[src/rtl/mole_hit_detector.sv]
// mole_hit_detector: turns synchronised switch toggles into scoring events.
// A toggle on a lit, not-yet-struck mole is a hit. A toggle on an unlit
// position is a miss. Hits feed a pending-point counter that is drained one
// point per cycle onto mole_hit. A consecutive-hit combo awards a bonus point
// once it has saturated.
module mole_hit_detector #(
  parameter int N_MOLES   = 18,
  parameter int COMBO_MAX = 7,
  parameter int PEND_W    = 5
) (
  input  logic                           clk,
  input  logic                           reset_n,
  input  logic                           restart,
  input  logic [N_MOLES-1:0]             sw,
  input  logic [N_MOLES-1:0]             moles,
  output logic                           mole_hit,
  output logic                           miss,
  output logic [N_MOLES-1:0]             whacked,
  output logic [$clog2(COMBO_MAX+1)-1:0] combo
);

  localparam int COMBO_W = $clog2(COMBO_MAX + 1);
  // One cycle can award at most two points per mole (base plus bonus).
  localparam int PTS_W   = $clog2(2 * N_MOLES + 1);
  localparam int SUM_W   = PEND_W + PTS_W;
  localparam logic [COMBO_W-1:0] COMBO_SAT = COMBO_W'(COMBO_MAX);
  localparam logic [SUM_W-1:0]   PEND_SAT  = SUM_W'((1 << PEND_W) - 1);
  localparam logic [1:0]         ARM_DONE  = 2'd3;

  // Number of set bits in a mole vector.
  function automatic logic [PTS_W-1:0] popcount(input logic [N_MOLES-1:0] v);
    logic [PTS_W-1:0] c;
    c = '0;
    for (int i = 0; i < N_MOLES; i++) begin
      c = c + PTS_W'(v[i]);
    end
    return c;
  endfunction

  logic [N_MOLES-1:0] s1_q, s1_d;
  logic [N_MOLES-1:0] s2_q, s2_d;
  logic [N_MOLES-1:0] prev_q, prev_d;
  logic [N_MOLES-1:0] whacked_q, whacked_d;
  logic [PEND_W-1:0]  pend_q, pend_d;
  logic [COMBO_W-1:0] combo_q, combo_d;
  logic               miss_q, miss_d;
  logic [1:0]         arm_q, arm_d;

  logic [N_MOLES-1:0] strike_s;
  logic [N_MOLES-1:0] hits_s;
  logic               miss_any_s;
  logic [PTS_W-1:0]   points_s;
  logic [COMBO_W-1:0] combo_v_s;
  logic [SUM_W-1:0]   pend_sum_s;

  // Strike qualification, hit/miss classification, combo scoring and the
  // pending-point counter; restart overrides everything at the end.
  always_comb begin
    s1_d      = sw;
    s2_d      = s1_q;
    prev_d    = s2_q;

    // Strikes are masked until the arm counter reaches 3 so that switches
    // already up at power-on or restart do not register as strikes.
    if (arm_q == ARM_DONE) begin
      strike_s = s2_q ^ prev_q;
      arm_d    = arm_q;
    end else begin
      strike_s = '0;
      arm_d    = arm_q + 2'd1;
    end

    hits_s     = strike_s & moles & ~whacked_q;
    miss_any_s = |(strike_s & ~moles);
    whacked_d  = (whacked_q | hits_s) & moles;
    miss_d     = miss_any_s;

    combo_v_s = combo_q;
    points_s  = '0;
    if (miss_any_s) begin
      // A miss breaks the combo; same-cycle hits score base value only.
      combo_v_s = '0;
      points_s  = popcount(hits_s);
    end else begin
      // Hits are scored in index order so the bonus applies from the hit
      // that finds the combo already saturated.
      for (int i = 0; i < N_MOLES; i++) begin
        if (hits_s[i]) begin
          if (combo_v_s == COMBO_SAT) begin
            points_s = points_s + PTS_W'(2);
          end else begin
            points_s  = points_s + PTS_W'(1);
            combo_v_s = combo_v_s + COMBO_W'(1);
          end
        end else begin
          points_s = points_s;
        end
      end
    end
    combo_d = combo_v_s;

    pend_sum_s = SUM_W'(pend_q) - SUM_W'(pend_q != '0) + SUM_W'(points_s);
    if (pend_sum_s > PEND_SAT) begin
      pend_d = PEND_SAT[PEND_W-1:0];
    end else begin
      pend_d = pend_sum_s[PEND_W-1:0];
    end

    if (restart) begin
      pend_d    = '0;
      combo_d   = '0;
      whacked_d = '0;
      miss_d    = 1'b0;
      prev_d    = s2_q;
      arm_d     = 2'd0;
    end else begin
      arm_d = arm_d;
    end
  end

  // State registers: synchroniser, edge history, scoring state, arm counter.
  always_ff @(posedge clk or negedge reset_n) begin
    if (!reset_n) begin
      s1_q      <= '0;
      s2_q      <= '0;
      prev_q    <= '0;
      whacked_q <= '0;
      pend_q    <= '0;
      combo_q   <= '0;
      miss_q    <= 1'b0;
      arm_q     <= 2'd0;
    end else begin
      s1_q      <= s1_d;
      s2_q      <= s2_d;
      prev_q    <= prev_d;
      whacked_q <= whacked_d;
      pend_q    <= pend_d;
      combo_q   <= combo_d;
      miss_q    <= miss_d;
      arm_q     <= arm_d;
    end
  end

  assign mole_hit = (pend_q != '0);
  assign miss     = miss_q;
  assign whacked  = whacked_q;
  assign combo    = combo_q;

endmodule

[config.mk]
export PLATFORM = sky130hd
export DESIGN_NAME = mole_hit_detector
export DESIGN_NICKNAME = d
export VERILOG_FILES = /design/src/rtl/mole_hit_detector.sv
export SDC_FILE = /design/constraint.sdc
export NUM_CORES = 1
export LEC_CHECK = 0
export ABC_AREA = 1
export BUFFER_PORTS_ARGS = -buffer_cell sky130_fd_sc_hd__buf_2
export CAP_MARGIN = 20
export CORE_MARGIN = 5
export CORE_UTILIZATION = 36
export DETAILED_ROUTE_END_ITERATION = 7
export GPL_ROUTABILITY_DRIVEN = 0
export RECOVER_POWER = 100
export SETUP_SLACK_MARGIN = 0.02
export SYNTH_ARGS = -nofsm -noshare
export SYNTH_HDL_FRONTEND = slang
export SYNTH_SLANG_ARGS = --single-unit
[constraint.sdc]
create_clock -name clk -period 33.3 [get_ports clk]
set_clock_uncertainty 0.15 [all_clocks]
set_input_delay 6.66 -clock clk [delete_from_list [all_inputs] [get_ports clk]]
set_output_delay 6.66 -clock clk [all_outputs]
set_load 0.01 [all_outputs]
Word level (Yosys, flattened, before mapping)
Index checks and enable logic that the tools add are counted.
- reductions and logical operators: 2
- add/subtract/negate cells: 72
- bitwise logic cells: 8
- multiplexer cells: 116
- $lt $le $gt $ge: 1
- equal/unequal tests: 20
- operator list (cell ; number):
    2-to-1 mux 6 bit ; 53
    2-to-1 mux 3 bit ; 55
    adder 6 x 1 -> 6 bit (second input constant) ; 17
    adder 6 x 2 -> 6 bit (second input constant) ; 17
    adder 6 x 1 -> 6 bit ; 12
    AND 18 bit ; 4
    adder 3 x 1 -> 3 bit (second input constant) ; 18
    == test 3 bit (second input constant) ; 18
    2-to-1 mux 18 bit ; 2
    NOT 18 bit ; 2
    bitwise OR 18 bit ; 1
    OR reduction 18 bit ; 1
    XOR 18 bit ; 1
    greater-than comparator 11 x 5 -> 1 bit (second input constant) ; 1
    2-to-1 mux 5 bit ; 2
    adder 6 x 7 -> 8 bit ; 1
    adder 5 x 1 -> 6 bit ; 1
    2-to-1 mux 2 bit ; 3
    subtractor 5 x 1 -> 6 bit ; 1
    adder 4 x 1 -> 5 bit ; 1
    nonzero test 5 bit ; 1
    adder 3 x 1 -> 4 bit ; 1
    adder 2 x 1 -> 3 bit ; 1
    adder 1 x 1 -> 2 bit ; 1
    4 further kinds ; 4
- logic and storage cells: 227
- bits of input ports: 39
- register bits: 83
- output and inout port bits: 23

Logic depth before layout (Yosys ltp)
Gate-level depths: netlist of the first run.
- depth in word-level cells: 78
- gate-level depth with buffers: 128
- depth with buffers taken out: 127

Worst setup path before layout of the first run
Ideal clock, no wire load.
- path kind: input to register
- start: in moles[0]
- end: reg pend_q[0]
- setup time: 64 ps
- required time: 33086 ps
- cell stages on the path: 104
- path buffers: 0
- slack: 10347 ps
- data arrival time: 22739 ps
- path through: inv_1 > nor2_1 > nand2_2 > a21oi_4 > mux2i_1 > inv_1 > ha_1 > nand2_1 > nand2_2 > xnor2_1 > ha_1 > nand2_1 > nand2_1 > mux2_2 > ha_1 > nand2_1 > nand2_1 > inv_1 > [... 68 more ...] > mux2_2 > ha_1 > inv_1 > nor2_1 > nor2_1 > inv_1 > xor2_1 > a21oi_1 > ha_1 > inv_1 > fa_1 > o21ai_0 > a21oi_1 > and2_1 > o21a_1 > o2111ai_1 > o21ai_0 > inv_1
- longest elaborated chain between the ends: 76
- elaborated cells between the ends (all ways): 196
- classes of those cells: add/sub: 68; order compare: 1; eq/ne: 17; mux: 105; bitwise: 4; reduce/logical: 1
- ends and longest elaborated chain (what ; RTL line ; RTL):
    start, declared ; 15 ; input logic [N_MOLES-1:0] moles,
    AND 18 bit (2 in series) ; 73 ; hits_s = strike_s & moles & ~whacked_q;
    2-to-1 mux 6 bit / 2-to-1 mux 3 bit (equally long branches) ; 88 ; if (hits_s[i]) begin
    2-to-1 mux 6 bit / 2-to-1 mux 3 bit (equally long branches) ; 80 ; if (miss_any_s) begin
    adder 6 x 1 -> 6 bit, or another cell as far along ; 92 ; points_s = points_s + PTS_W'(1);
    2-to-1 mux 6 bit / 2-to-1 mux 3 bit (equally long branches) ; 89 ; if (combo_v_s == COMBO_SAT) begin
    2-to-1 mux 6 bit / 2-to-1 mux 3 bit (equally long branches) ; 88 ;
    2-to-1 mux 6 bit / 2-to-1 mux 3 bit (equally long branches) ; 80 ;
    adder 6 x 1 -> 6 bit, or another cell as far along ; 92 ;
    [... 60 more ...] ; - ;
    2-to-1 mux 6 bit ; 89 ;
    2-to-1 mux 6 bit ; 88 ;
    2-to-1 mux 6 bit * ; 80 ;
    adder 6 x 7 -> 8 bit * ; 102 ; pend_sum_s = SUM_W'(pend_q) - SUM_W'(pend_q != '0) + SUM_W'(points_s);
    greater-than comparator 11 x 5 -> 1 bit ; 103 ; if (pend_sum_s > PEND_SAT) begin
    2-to-1 mux 5 bit * ; 103 ;
    2-to-1 mux 5 bit * ; 109 ; if (restart) begin
    named net pend_d[0] ; 44 ; logic [PEND_W-1:0] pend_q, pend_d;
    end signal, assigned ; 137 ; pend_q <= pend_d;
    end, declared ; 44 ;
Mark *: on every way through the listed nets, which the timed path passes. The rest lies on a longest branch. The select of a mux whose other input is x is not followed.
A chain may end at the register's enable or synchronous reset.

Final worst setup path of the first run
- start: in moles[0]
- end: reg pend_q[2]
Same word-level chain as after synthesis.

==> flow_metrics.env, run 1 <==
export IMPL_status="complete, but fails checks"
export IMPL_violations="max-capacitance violations, max-slew violations"
export IMPL_path_clk_slew_ns=0.06
export IMPL_cts_buffers=9
export IMPL_cp_slowest_cell="a21oi_1"
export IMPL_tns_ns=0
export IMPL_grt_overflow=0
export IMPL_yosysSeqAreaShare_pct=27.2
export IMPL_die_width_um=156
export IMPL_via_per_inst=4.65
export IMPL_synthTopCellsByArea="dfrtp_1 (27%), nand2_1 (12%), ha_1 (11%), inv_1 (9.9%), nor2_1 (5.8%)"
export IMPL_synth_cell_area_mm2=0.00763
export IMPL_rows=53
export IMPL_grtUsageTotal_pct=14.4
export IMPL_final_core_util_pct=40.7
export IMPL_syn_inst=1093
export IMPL_yosysWarnings=0
export IMPL_cpMostUsedCell="inv_1"
export IMPL_postSynthAreaPerCell_um2=6.98
export IMPL_antenna_found_initial=1
export IMPL_ant_nets=0
export IMPL_cts_setup_buffers=0
export IMPL_worst_pin_slew_ns=3.71
export IMPL_wl_per_cell_um=11.9
export IMPL_cts_hold_buf=0
export IMPL_critPathArrivalTime_ns=25.56
export IMPL_finalMaxSlewViolations=74
export IMPL_drcViolationCount=0
export IMPL_vias=6723
export IMPL_power_density_mw_per_mm2=48.7
export IMPL_tritoncts="done"
export IMPL_syn2layout_area_growth_pct=11.8
export IMPL_required_ns=33.42
export IMPL_initial_core_util_pct=36.4
export IMPL_synth_seq_cells=83
export IMPL_port_buffers=61
export IMPL_io_pins=62
export IMPL_crit_fanout=8
export IMPL_setup_viol=0
export IMPL_cts_resized_gates=0
export IMPL_grt_max_degree=84
export IMPL_netlist_area_leader_share_pct=27.2
export IMPL_nFillCells=2232
export IMPL_place_inst=1427
export IMPL_first_pass_iters=5
export IMPL_grt_pass1_vias=6564
export IMPL_cp_buffers_inverters=23
export IMPL_synth_nets=1213
export IMPL_relSlewSlack_pct=-148
export IMPL_maxCapViolations=1
export IMPL_drtIter0Drc=293
export IMPL_drive_above_1_share_pct=7.52
export IMPL_critical_path_max_stage_delay_ns=0.46
export IMPL_clkSinkCount=83
export IMPL_grt_setup_unrepaired="false"
export IMPL_core_mm2=0.0210
export IMPL_final_cell_mix="nand2_1 (252), inv_1 (201), nor2_1 (118), dfrtp_1 (83), nand3_1 (79)"
export IMPL_ys_types=40
export IMPL_min_period_ns=25.44
export IMPL_crit_type="in2reg"
export IMPL_dp_hpwl_um=14400
export IMPL_cts_root_buf="clkbuf_16"
export IMPL_fmax_mhz=39.3
export IMPL_clk_path_buf_depth=2
export IMPL_wl_um=17100
export IMPL_crit_family="simple AND/OR/NAND/NOR gates"
export IMPL_final_common_cell="nand2_1"
export IMPL_p_leak_nw=4.67
export IMPL_die_y_um=156
export IMPL_startpoint_type="primary input"
export IMPL_die_area_mm2=0.0242
export IMPL_clk_insertion_delay_late_ns=0.33
export IMPL_end_kind="flop"
export IMPL_diodes=0
export IMPL_hold_viol=0
export IMPL_hp_class="reg2reg"
export IMPL_period_share_pct=76.4
export IMPL_synth_top_area_cell="dfrtp_1"
export IMPL_htreeDepth=3
export IMPL_grt_pass1_wl_um=29500
export IMPL_nets=1285
export IMPL_ir_drop_mv=0.0465
export IMPL_fin_cells=1445
metrics by stage:
stage                     total power (W)  hold slack (ns)  setup slack [ns]  instance area [um^2]
after floorplan                  0.000270            0.181             10.35                  7630
after global placement           0.000319            0.181              8.98                  8280
after detailed placement         0.000321            0.185              8.22                  8280
after CTS                        0.000423            0.198              8.47                  8580
after global routing             0.000456            0.202              5.78                  8520
final                            0.000415            0.197              7.86                  8520
synth_stat cells:
cell,count
dfrtp_1,83
nand4_1,11
nand2_2,4
inv_2,2
xnor2_1,22
xor2_1,26
nor4_1,1
a2111oi_0,1
xor2_2,12
nand3b_1,3
o21ai_0,72
nor2_2,2
o211ai_1,4
or2_1,1
buf_4,1
xnor2_2,2
ha_1,68
fa_1,13
or2_2,12
o21a_1,2
nor2_4,1
a221oi_1,1
o2111ai_1,1
nand3_1,79
clkbuf_1,4
o22ai_1,6
a21oi_4,1
nor3_2,3
nor2_1,117
nand2_1,251
mux2i_1,4
nor3_1,33
a31oi_1,6
a21oi_1,31
o21bai_1,3
inv_1,201
and2_1,2
mux2_2,2
a21boi_0,2
o21ai_1,3
logic make-up (layout without fill, tap and decap cells):
group,count (synthesis),in the layout,synth area share (%)
fa+ha+maj,81,81,14.6
xor+xnor,62,62,8.50
buf+inv,208,285,10.3
simple gates,520,520,29.0
flops,83,83,27.2
mux,6,6,0.820
compound gates,133,133,9.58
cell type report:
cell class	instances	area, um^2	share of cell area, %
clock buffers	10	229	2.69
well taps	275	344	4.04
clock inverters	6	73.8	0.866
inverters	203	762	8.94
repair buffers	66	305	3.58
multi-input cells	802	4730	55.5
flip-flops and latches	83	2080	24.4
power by group:
| part | leakage, nW | internal [W] | switching [W] |
|---|---|---|---|
| Sequential | 1.02 | 0.000110 | 0.00000515 |
| Clock | 0.141 | 0.0000590 | 0.0000400 |
| Combinational | 3.51 | 0.0000751 | 0.000126 |
| Total | 4.67 | 0.000244 | 0.000171 |
sequential cells by signal, summed over array words and instances (netlist names):
signal   flops
combo        3
arm_q        2
whacked     18
s1_q        18
prev_d      18
prev_q      18
miss         1
pend_q       5
layer usage:
layer	vias to the layer above	global-route usage, %	part of all wire [%]
met1	3017	19.2	49
met2	86	24.8	47
met4	2	2.63	0.68
met5	-	0	0.041
met3	12	2.41	3.2
li1	3606	-	-
final timing paths:
path	start	to	slack, ns	depth (start not counted)
worst max-delay path	moles[0]	pend_q[2]$_DFF_PN0_	7.86	105
worst min-delay path	s1_q[11]$_DFF_PN0_	prev_d[11]$_DFF_PN0_	0.20	0
worst max register to register	arm_q[0]$_DFFE_PN0P_	pend_q[2]$_DFF_PN0_	13.58	105
worst min register to register	s1_q[11]$_DFF_PN0_	prev_d[11]$_DFF_PN0_	0.20	0
max in group asynchronous	reset_n	whacked[1]$_DFF_PN0_	22.94	2
min in group asynchronous	reset_n	prev_d[13]$_DFF_PN0_	6.14	1
Power figures use the tool's default switching activity.
==> inputs of run 2 (changes only) <==
clock period = 21.9 ns   (was 33.3 ns; I/O delays follow)
==> run 2 against run 1 <==
Net effect: the run still ends with max-capacitance violations, max-slew violations left; largest cell class unchanged; critical path depth stayed put; setup slack worse by 6.4 ns; combinational power grew 59%; global-route usage increased by 0.26 points; count of clock-buffer cells in the layout is the same; final area grew 2.9%; critical endpoint is now pend_q[3]$_DFF_PN0_; non-clock buffer count grew 8.
==> flow_metrics.env, run 2 (same netlist as run 1, synthesis figures left out) <==
export IMPL_status="complete, but fails checks"
export IMPL_violations="max-capacitance violations, max-slew violations"
export IMPL_wl_per_cell_um=12.0
export IMPL_htreeDepth=3
export IMPL_final_core_util_pct=41.9
export IMPL_fin_cells=1453
export IMPL_place_inst=1432
export IMPL_port_buffers=61
export IMPL_ir_drop_mv=0.0842
export IMPL_fin_ws_ns=1.50
export IMPL_cts_hold_buf=0
export IMPL_finalPower_w=0.000646
export IMPL_antenna_found_initial=1
export IMPL_grt_max_degree=84
export IMPL_clkSinkCount=83
export IMPL_worst_pin_slew_ns=3.59
export IMPL_cpMostUsedCell="inv_1"
export IMPL_startpoint_type="primary input"
export IMPL_initial_core_util_pct=36.4
export IMPL_relSlewSlack_pct=-139
export IMPL_die_width_um=156
export IMPL_maxCapViolations=1
export IMPL_die_y_um=156
export IMPL_final_cell_mix="nand2_1 (248), inv_1 (198), nor2_1 (105), dfrtp_1 (83), nand3_1 (79)"
export IMPL_drive_above_1_share_pct=11.0
export IMPL_path_clk_slew_ns=0.06
export IMPL_dp_hpwl_um=14400
export IMPL_die_area_mm2=0.0242
export IMPL_grt_pass1_wl_um=30000
export IMPL_required_ns=22.02
export IMPL_cp_buffers_inverters=23
export IMPL_drtIter0Drc=259
export IMPL_tritoncts="done"
export IMPL_ant_nets=0
export IMPL_finalMaxSlewViolations=72
export IMPL_fmax_mhz=49.0
export IMPL_via_per_inst=4.67
export IMPL_power_density_mw_per_mm2=73.7
export IMPL_drcViolationCount=0
export IMPL_clk_insertion_delay_late_ns=0.33
export IMPL_crit_fanout=7
export IMPL_grt_pass1_vias=6646
export IMPL_core_mm2=0.0210
export IMPL_grt_overflow=0
export IMPL_hold_viol=0
export IMPL_syn2layout_area_growth_pct=15.0
export IMPL_final_common_cell="nand2_1"
export IMPL_first_pass_iters=5
export IMPL_critical_path_max_stage_delay_ns=0.38
export IMPL_end_kind="flop"
export IMPL_io_pins=62
export IMPL_detailedPlace_worstSlack_ns=-0.108
export IMPL_rows=53
export IMPL_vias=6784
export IMPL_cts_buffers=9
export IMPL_period_share_pct=93.2
export IMPL_hp_class="reg2reg"
export IMPL_min_period_ns=20.40
export IMPL_p_leak_nw=4.74
export IMPL_wl_um=17500
export IMPL_clk_path_buf_depth=2
export IMPL_tns_ns=0
export IMPL_crit_type="in2reg"
export IMPL_cp_slowest_cell="fa_1"
export IMPL_diodes=0
export IMPL_grtUsageTotal_pct=14.6
export IMPL_setup_viol=0
export IMPL_nets=1293
export IMPL_crit_family="simple AND/OR/NAND/NOR gates"
export IMPL_critPathArrivalTime_ns=20.52
export IMPL_cts_root_buf="clkbuf_16"
[run 2: cell types whose count changed in the layout (fill, tap and decap cells not counted), sizes merged]
cell | before | now
buf | 37 | 47
clkbuf | 39 | 37
clkinv | 1 | 0
inv | 205 | 206
[run 2: through the flow]
step	hold WS (ns)	cell area [um^2]
floorplan	0.181	7630
global placement	0.182	8320
detailed placement	0.185	8320
CTS	0.200	8620
global route	0.211	8770
finish	0.197	8770
[run 2: timing repair]
action / in CTS / in global routing
resized for setup: 0 / 37
setup endpoints to repair: 0 / 5
setup buffers: 0 / 4
[run 2: final timing paths]
| path | end | startpoint | slack [ns] | cells after the start |
|---|---|---|---|---|
| max | pend_q[3]$_DFF_PN0_ | moles[0] | 1.50 | 105 |
| min | prev_d[6]$_DFF_PN0_ | s1_q[6]$_DFF_PN0_ | 0.20 | 0 |
| max reg2reg | pend_q[3]$_DFF_PN0_ | arm_q[1]$_DFFE_PN0P_ | 4.85 | 105 |
| min reg2reg | prev_d[6]$_DFF_PN0_ | s1_q[6]$_DFF_PN0_ | 0.20 | 0 |
| max in group asynchronous | prev_q[5]$_DFF_PN0_ | reset_n | 13.87 | 2 |
| min in group asynchronous | prev_q[12]$_DFF_PN0_ | reset_n | 3.90 | 1 |
[run 2: per-layer routing]
layer,track usage [%],wire length (um),vias up
met5,0,7,-
met4,3.13,170,2
met3,1.83,590,15
met2,25.0,8290,94
met1,20.0,8450,3048
li1,-,-,3625
[run 2: report_power, final]
part / leakage [nW] / internal (W) / total, W / switching [W]
clock: 0.140 / 0.0000896 / 0.000151 / 0.0000616
sequential: 1.02 / 0.000167 / 0.000176 / 0.00000877
combinational: 3.58 / 0.000123 / 0.000319 / 0.000196
total: 4.74 / 0.000380 / 0.000646 / 0.000266
[run 2: cell type report]
type	instances	area, um^2
sequential	83	2080
clock buffer	10	229
inverter	203	762
timing repair buffer	74	367
clock inverter	6	71.3
multi-input combinational	802	4920
fill	2184	12200
tap	275	344
